===== config.mk =====
export PLATFORM = sky130hd
export DESIGN_NAME = rgb_pair_sram_writer
export DESIGN_NICKNAME = d
export VERILOG_FILES = /design/src/rtl/rgb_pair_sram_writer.sv
export SDC_FILE = /design/constraint.sdc
export NUM_CORES = 1
export LEC_CHECK = 0
export CAP_MARGIN = 20
export CELL_PAD_IN_SITES_DETAIL_PLACEMENT = 0
export CELL_PAD_IN_SITES_GLOBAL_PLACEMENT = 2
export CORE_ASPECT_RATIO = 0.5
export CORE_MARGIN = 4
export CORE_UTILIZATION = 25
export CTS_CLUSTER_SIZE = 30
export DETAILED_ROUTE_END_ITERATION = 6
export GPL_ROUTABILITY_DRIVEN = 0
export GPL_TIMING_DRIVEN = 0
export HOLD_SLACK_MARGIN = 0.06
export PLACE_DENSITY_LB_ADDON = 0.1
export SYNTH_ARGS = -nofsm -noshare
export SYNTH_HDL_FRONTEND = slang
export SYNTH_SLANG_ARGS = --single-unit

===== constraint.sdc =====
create_clock -name Clock -period 2.9 [get_ports Clock]
set_input_delay 0.87 -clock Clock [delete_from_list [all_inputs] [get_ports Clock]]
set_output_delay 0.87 -clock Clock [all_outputs]
set_load 0.005 [all_outputs]

===== src/rtl/rgb_pair_sram_writer.sv =====
// rgb_pair_sram_writer: takes even/odd RGB pixel pairs as signed fixed-point
// MAC accumulators and clips each channel to a byte. It packs the six bytes
// into three 16-bit words and writes them to SRAM one after another, starting
// at RGB_BASE.
module rgb_pair_sram_writer #(
   parameter logic [17:0] RGB_BASE  = 18'd146944,
   parameter int unsigned NUM_PAIRS = 38400,
   parameter int unsigned FRAC_BITS = 16
) (
   input  logic               Clock,
   input  logic               Resetn,
   input  logic               Start,
   input  logic signed [31:0] R_even,
   input  logic signed [31:0] G_even,
   input  logic signed [31:0] B_even,
   input  logic signed [31:0] R_odd,
   input  logic signed [31:0] G_odd,
   input  logic signed [31:0] B_odd,
   input  logic               Pair_valid,
   output logic               Pair_ready,
   output logic [17:0]        SRAM_address,
   output logic [15:0]        SRAM_write_data,
   output logic               SRAM_we_n,
   output logic               Busy,
   output logic               Done
);

   localparam int unsigned CNT_W = $clog2(NUM_PAIRS + 1);
   localparam logic [CNT_W-1:0] NUM_PAIRS_C = CNT_W'(NUM_PAIRS);
   // The first accumulator value that no longer fits in 8 integer bits.
   localparam logic signed [31:0] ACC_LIMIT = 32'sd256 <<< FRAC_BITS;

   typedef enum logic [2:0] {
      S_IDLE = 3'd0,
      S_WAIT = 3'd1,
      S_W0   = 3'd2,
      S_W1   = 3'd3,
      S_W2   = 3'd4,
      S_DONE = 3'd5
   } state_t;

   // Saturate a signed accumulator to an unsigned byte. Negative values go to 0.
   // Values of 256 or more go to 255.
   function automatic logic [7:0] clip8(input logic signed [31:0] acc);
      logic [7:0] res;
      if (acc < 32'sd0) begin
         res = 8'd0;
      end else if (acc >= ACC_LIMIT) begin
         res = 8'd255;
      end else begin
         res = acc[FRAC_BITS +: 8];
      end
      return res;
   endfunction

   state_t           state_q;
   logic [17:0]      addr_cnt_q;
   logic [CNT_W-1:0] acc_cnt_q;
   logic [47:0]      pix_q;
   logic [17:0]      sram_address_q;
   logic [15:0]      sram_write_data_q;
   logic             sram_we_n_q;
   logic             busy_q;
   logic             done_q;

   logic [47:0]      pix_d;
   logic             pair_ready_s;
   logic             accept_s;

   // Clip all six channels and pack them in write order: {W0, W1, W2}.
   always_comb begin
      pix_d = {clip8(R_even), clip8(G_even), clip8(B_even),
               clip8(R_odd),  clip8(G_odd),  clip8(B_odd)};
   end

   // A pair can be taken while waiting, or during the last write of the
   // previous pair so that writes stay gapless, until the frame quota is met.
   always_comb begin
      pair_ready_s = 1'b0;
      if (((state_q == S_WAIT) || (state_q == S_W2)) && (acc_cnt_q < NUM_PAIRS_C)) begin
         pair_ready_s = 1'b1;
      end else begin
         pair_ready_s = 1'b0;
      end
   end

   assign accept_s        = Pair_valid & pair_ready_s;
   assign Pair_ready      = pair_ready_s;
   assign SRAM_address    = sram_address_q;
   assign SRAM_write_data = sram_write_data_q;
   assign SRAM_we_n       = sram_we_n_q;
   assign Busy            = busy_q;
   assign Done            = done_q;

   // Frame sequencer. It captures pairs and drives the registered SRAM write port.
   always_ff @(posedge Clock) begin
      if (!Resetn) begin
         state_q           <= S_IDLE;
         addr_cnt_q        <= 18'd0;
         acc_cnt_q         <= {CNT_W{1'b0}};
         pix_q             <= 48'd0;
         sram_address_q    <= 18'd0;
         sram_write_data_q <= 16'd0;
         sram_we_n_q       <= 1'b1;
         busy_q            <= 1'b0;
         done_q            <= 1'b0;
      end else begin
         case (state_q)
            S_IDLE, S_DONE: begin
               sram_we_n_q <= 1'b1;
               if (Start) begin
                  state_q    <= S_WAIT;
                  addr_cnt_q <= RGB_BASE;
                  acc_cnt_q  <= {CNT_W{1'b0}};
                  done_q     <= 1'b0;
                  busy_q     <= 1'b1;
               end else begin
                  state_q <= state_q;
               end
            end
            S_WAIT: begin
               sram_we_n_q <= 1'b1;
               if (accept_s) begin
                  pix_q     <= pix_d;
                  acc_cnt_q <= acc_cnt_q + {{(CNT_W-1){1'b0}}, 1'b1};
                  state_q   <= S_W0;
               end else begin
                  state_q <= S_WAIT;
               end
            end
            S_W0: begin
               sram_we_n_q       <= 1'b0;
               sram_address_q    <= addr_cnt_q;
               sram_write_data_q <= pix_q[47:32];
               addr_cnt_q        <= addr_cnt_q + 18'd1;
               state_q           <= S_W1;
            end
            S_W1: begin
               sram_we_n_q       <= 1'b0;
               sram_address_q    <= addr_cnt_q;
               sram_write_data_q <= pix_q[31:16];
               addr_cnt_q        <= addr_cnt_q + 18'd1;
               state_q           <= S_W2;
            end
            S_W2: begin
               sram_we_n_q       <= 1'b0;
               sram_address_q    <= addr_cnt_q;
               sram_write_data_q <= pix_q[15:0];
               addr_cnt_q        <= addr_cnt_q + 18'd1;
               if (accept_s) begin
                  pix_q     <= pix_d;
                  acc_cnt_q <= acc_cnt_q + {{(CNT_W-1){1'b0}}, 1'b1};
                  state_q   <= S_W0;
               end else if (acc_cnt_q == NUM_PAIRS_C) begin
                  state_q <= S_DONE;
                  busy_q  <= 1'b0;
                  done_q  <= 1'b1;
               end else begin
                  state_q <= S_WAIT;
               end
            end
            default: begin
               state_q     <= S_IDLE;
               sram_we_n_q <= 1'b1;
               busy_q      <= 1'b0;
            end
         endcase
      end
   end

endmodule


* After elaboration in Yosys (flattened, before gate mapping)
Index checks and enable logic that the tools add are counted.
** Word-level totals
- Bits in registers :: 122
- Input bits :: 196
- Output and inout bits :: 38
- Word-level logic and storage cells :: 85
** Cells by class
- Add/subtract/negate cells :: 2
- $lt $le $gt $ge :: 13
- Eq/ne operators :: 10
- Muxes and demuxes :: 33
- Bitwise gates (word level) :: 2
- Reduce and logical (&&, ||, !) cells :: 16
** Operator list (count)
- $ge 32x26->1 const B :: 6
- $lt 32x1->1 const B :: 6
- $mux 8 :: 12
- $pmux 16 s3 :: 1
- $pmux 18 s2 :: 1
- $mux 16 :: 2
- $pmux 16 s2 :: 1
- $add 18x1->18 const B :: 1
- $mux 18 :: 1
- $add 16x1->16 const B :: 1
- $eq 16x16->1 const B :: 1
- $lt 16x16->1 const B :: 1
- $pmux 3 s5 :: 1
- $mux 3 :: 3
- $mux 1 :: 8
- $reduce_and 4->1 :: 2
- $eq 3x2->1 const B :: 2
- $eq 3x3->1 const B :: 2
- $reduce_bool 2->1 :: 3
- $reduce_or 3->1 :: 2
- $ne 2x1->1 const B :: 2
- $ne 2x2->1 const B :: 2
- $reduce_and 2->1 :: 2
- $reduce_or 2->1 :: 2
- 11 further kinds :: 11

* Longest topological paths before layout
- Depth in word-level cells :: 7
- Mapped depth :: 8
- Mapped depth without buffers :: 7

* Least setup slack after synthesis
No wires, ideal clock.
- Path type :: input-to-reg
- Start :: input Start
- End :: register acc_cnt_q[15]
- Library setup time :: 67 ps
- Arrival time :: 2159 ps
- Data required time :: 2833 ps
- Slack :: 674 ps
- Stages :: 5
- Buffers on the path :: 1
- Path through :: or3b_1 buf_2 a21boi_4 or4b_4 a21oi_2
** Between the ends
- Longest elaborated chain between the ends :: 2
** RTL lines
- from (decl) :: line 12 : input logic Start,
- $ne 2x2->1 (no source line)
- $reduce_and 3->1 (no source line)
- to (signal assigned) :: line 100 : acc_cnt_q <= {CNT_W{1'b0}};
- to (signal assigned) :: line 114 : acc_cnt_q <= {CNT_W{1'b0}};
- to (signal assigned) :: line 125 : acc_cnt_q <= acc_cnt_q + {{(CNT_W-1){1'b0}}, 1'b1};
- to (decl) :: line 58 : logic [CNT_W-1:0] acc_cnt_q;
Every way passes these cells.
A chain may end at the register's enable or synchronous reset.

* Final worst setup path
- Start :: register state_q[2]
- End :: output Pair_ready
** Between the ends
- Longest elaborated chain between the ends :: 4
- Elaborated cells on any way between the ends :: 5
- Those cells by class :: 2 x eq/ne; 1 x mux; 2 x reduce/logical
** RTL lines
- from (decl) :: line 56 : state_t state_q;
- from (signal assigned) :: line 118 : state_q <= state_q;
- $eq 3x1->1 or $eq 3x3->1 (tied branches) :: line 80 : if (((state_q == S_WAIT) || (state_q == S_W2)) && (acc_cnt_q < NUM_PAIRS_C)) begin
- $logic_or 1x1->1 (*) :: line 80
- $logic_and 1x1->1 (*) :: line 80
- $mux 1 (*) :: line 80
- to (decl) :: line 20 : output logic Pair_ready,
Every way passes the cells marked *; elsewhere a longest branch is shown, timed or not.

==> metrics <==
largest family of logic cells by synthesized area=simple AND/OR/NAND/NOR gates; fraction of the mapped netlist area in compound gates=20.50%; clk slew on worst S/H paths=around 0.06 ns; final antenna diode count=0; fraction of registers with async set or reset after synthesis=0%; Switching Power=1.068 mW; measured slew at the worst slew-check pin=0.7511 ns; Post-layout nets=1020; I/O Pins=234; series of cell instances along the critical path=xor2_1, nand4_2, nor2_1, clkdlybuf4s50_1; number of slew-limit violations in the final report=0; minimum clock period=~2.8 ns; via count of the first global-routing pass=5353; share of total power consumed by net switching=22.73%; type of element launching the critical path=register; aggregate global routing overflow=0; number of antenna violations at the first check in global routing=0; maximum clock skew at final layout=0.008739 ns; TritonCTS clock tree=built; area growth from synthesis to final layout=43.38%; FF+latch count, synth=122; power density relative to cell area=598.2 nW/um2; number of buffers added for setup after CTS=1; detailed router's first-iteration violation count=208; layout cell share with drive strength beyond 1=6.122%; core region area=between 20000 and 25000 um2; XOR/XNOR Fraction of Synth Area=3.356%; Worst Path Required=approximately 2.0 ns; width of the die=217.4 um; final critical-path share of the clock period=96.17%; combinational share of power=a little under an eighth; fraction of synthesized area in multiplexers=0.1826%; Crit-path slowest cell=clkdlybuf4s50_1; cell total after placement=1093; leakage power total=2.676 nW; routed length per instance=15.39 um; sequential standard cell area=2442 um2; final wirelength=~17 mm; Max Clk Rate=~360 MHz; number of warning messages in the yosys log=0; clock root buffer master=clkbuf_16; Rows=37; Met2 Routed Length=7.827 mm; Tightest Hold Check Type=reg2reg; clock tree buffer depth=2; Via density=4.646; routed length on met1=roughly 8.9 mm; uppermost signal routing layer after detailed routing=met4; post-synth net total=864; final standard cell count with taps included and fillers excluded=between 1000 and 1500; TritonCTS Buffers=17; internal power=roughly 3.6 mW; average cell area after synthesis=8.241 um2; initial standard-cell utilization of the core=around a quarter; drc violations=0; endpoint kind of the worst setup timing path=output port; post-DP HPWL=13.38 mm; Fin. Hold Viols=0; number of endpoints failing setup at the final stage=0; Clk pwr share=49.5%; fraction of the mapped netlist area in simple logic gates=27.08%; peak ir drop on the vdd network=0.2879 mV; count of mapped cells out of synthesis=665; count of flip-flops with a built-in enable after synthesis=0; synthesized-area fraction occupied by adder cells=0.6849%; latest clock arrival within the worst-skew pair=0.41 ns; Detail Route met3 WL=493 um; area enclosed by the die boundary=24500 um2; CTS H-tree lvls=4; part of the total power dissipated in sequential elements=about two fifths; final instance area=7858 um2; worst setup path category=reg2out; Synth cell types=49; result of the run=completed; Post-CTS Resized=0; fraction of the yosys area taken by sequential cells=44.57%; Tot GR Track Use=between 10 and 15%; global-route wire length before repair=28.15 mm; setup TNS=0 ns; overall die height=112.7 um; via count of the routed design=roughly 5200; Slew HR=49.59%; Num Clock Sinks=122; unrepaired setup endpoints after global routing=no; area of the multi-input gates=2839 um2; Mapped Area=5480 um2; pin count of the biggest net entering global routing=17; Antenna Nets Post-Route=0; number of inserted filler cells in the final layout=2238; Max Cap Viol=0; arrival time reported for the critical path endpoint=1.92 ns; peak per-stage delay on the critical path=0.53 ns; Post-CTS Hold Fix Bufs=0; maximum net fanout on the critical path=3; number of detailed-routing iterations run before antenna repair=4; I/O Buffers=~140; cell area reported after detailed placement=7207 um2; Synth Flop Type=dfxtp_1
==> cells in the final DEF (no fill, tap or decap), types with 3 or more instances in the layout <==
cell type | Yosys | final
nand3_1 | 13 | 13
clkbuf_8 | 0 | 3
o21a_1 | 4 | 4
nand2_1 | 107 | 107
xnor2_1 | 10 | 10
clkbuf_16 | 0 | 17
nand4_1 | 8 | 8
xor2_1 | 11 | 11
a21boi_0 | 69 | 69
clkinv_2 | 0 | 3
bufinv_16 | 0 | 5
o22ai_1 | 16 | 16
o21ai_0 | 10 | 10
buf_2 | 9 | 9
nor2_1 | 73 | 73
o221ai_1 | 16 | 16
or3_1 | 54 | 54
and4_1 | 3 | 3
nor3_1 | 14 | 14
inv_1 | 8 | 8
nand2b_1 | 3 | 3
or4_1 | 5 | 5
clkbuf_1 | 30 | 33
or2_2 | 3 | 3
and2_1 | 4 | 4
a21boi_1 | 3 | 3
nor4_1 | 10 | 10
a21oi_1 | 29 | 29
clkdlybuf4s50_1 | 0 | 136
ha_1 | 3 | 3
dfxtp_1 | 122 | 122
==> metal layers <==
layer  track usage (%)  vias to the layer above
met5                 0                        -
met4             3.556                        0
met3             2.120                        8
met2             22.87                       68
met1             20.10                     2482
li1                  -                     2669
==> metrics by stage <==
step / utilization (%) / worst slack, ns / total power, mW / hold slack (ns)
after detailed placement: 34.29 / -0.2383 / 2.416 / 0.4491
after global routing: 37.39 / 0.004524 / 4.901 / 0.4779
after global placement: 34.29 / -0.2708 / 2.414 / 0.4471
final: 37.39 / 0.1112 / 4.700 / 0.4516
after floorplan: - / 0.6737 / 2.092 / 0.4306
after CTS: 37.39 / 0.08406 / 4.766 / 0.4550
==> cell families (layout without fill, tap and decap cells) <==
| kind of cell | Yosys count | in the layout |
|---|---|---|
| compound gates | 160 | 160 |
| xor+xnor | 21 | 21 |
| fa+ha+maj | 3 | 3 |
| buf+inv | 50 | 218 |
| flops | 122 | 122 |
| mux | 1 | 1 |
| simple gates | 308 | 308 |
==> registers in the layout, indices dropped and copies added (netlist names) <==
| register | flops |
|---|---|
| pix_q | 48 |
| SRAM_address | 18 |
| addr_cnt_q | 18 |
| SRAM_write_data | 16 |
| acc_cnt_q | 16 |
| state_q | 3 |
| Busy | 1 |
| Done | 1 |
| SRAM_we_n | 1 |
==> critical path, delay by kind of cell (launching register included) <==
family                 cells  cell delay [ns]
buffers and inverters      1             0.53
flip-flops                 1             0.37
AND/OR/NAND/NOR            2             0.34
XOR/XNOR                   1             0.28
==> area by class of cell <==
cell class                      count  share of cell area, %
Tap cell                          292                  4.650
Inverter                            9                 0.4299
Multi-Input combinational cell    493                  36.13
Sequential cell                   122                  31.08
Timing Repair Buffer              137                  17.42
Clock buffer                       23                  6.083
Clock inverter                      8                  2.102
Buffer                             41                  2.102
==> cells in the mapped netlist (3+ instances only) <==
| cell | number | share of area [%] |
|---|---|---|
| nand2_1 | 107 | 7.3 |
| o21a_1 | 4 | 0.55 |
| nor3_1 | 14 | 1.3 |
| and4_1 | 3 | 0.48 |
| o21ai_0 | 10 | 0.91 |
| xnor2_1 | 10 | 1.6 |
| inv_1 | 8 | 0.55 |
| or3_1 | 54 | 6.2 |
| buf_2 | 9 | 0.82 |
| or4_1 | 5 | 0.69 |
| nor2_1 | 73 | 5.0 |
| dfxtp_1 | 122 | 45 |
| o221ai_1 | 16 | 2.6 |
| or2_2 | 3 | 0.34 |
| nand3_1 | 13 | 1.2 |
| a21oi_1 | 29 | 2.6 |
| clkbuf_1 | 30 | 2.1 |
| a21boi_1 | 3 | 0.41 |
| nand2b_1 | 3 | 0.34 |
| nor4_1 | 10 | 1.1 |
| a21boi_0 | 69 | 9.5 |
| o22ai_1 | 16 | 1.8 |
| nand4_1 | 8 | 0.91 |
| and2_1 | 4 | 0.46 |
| xor2_1 | 11 | 1.8 |
| ha_1 | 3 | 0.69 |
==> power by group through the flow <==
| stage | clock (mW) | sequential, mW | combinational, mW |
|---|---|---|---|
| 2_1_floorplan | 0 | 1.83 | 0.259 |
| 3_3_place_gp | 0 | 1.85 | 0.564 |
| 3_5_place_dp | 0 | 1.85 | 0.566 |
| 4_1_cts | 2.38 | 1.82 | 0.571 |
| 5_1_grt | 2.45 | 1.82 | 0.625 |
| 6_report | 2.33 | 1.81 | 0.559 |
==> worst paths after layout <==
kind,startpoint,endpoint,slack (ns),depth (start not counted)
setup / recovery,state_q[2],Pair_ready,0.11,4
hold / removal,pix_q[29],pix_q[29],0.45,2
setup reg to reg,state_q[1],SRAM_address[14],0.43,7
hold reg to reg,pix_q[29],pix_q[29],0.45,2
Note: power is estimated with default switching activity, not from simulation.
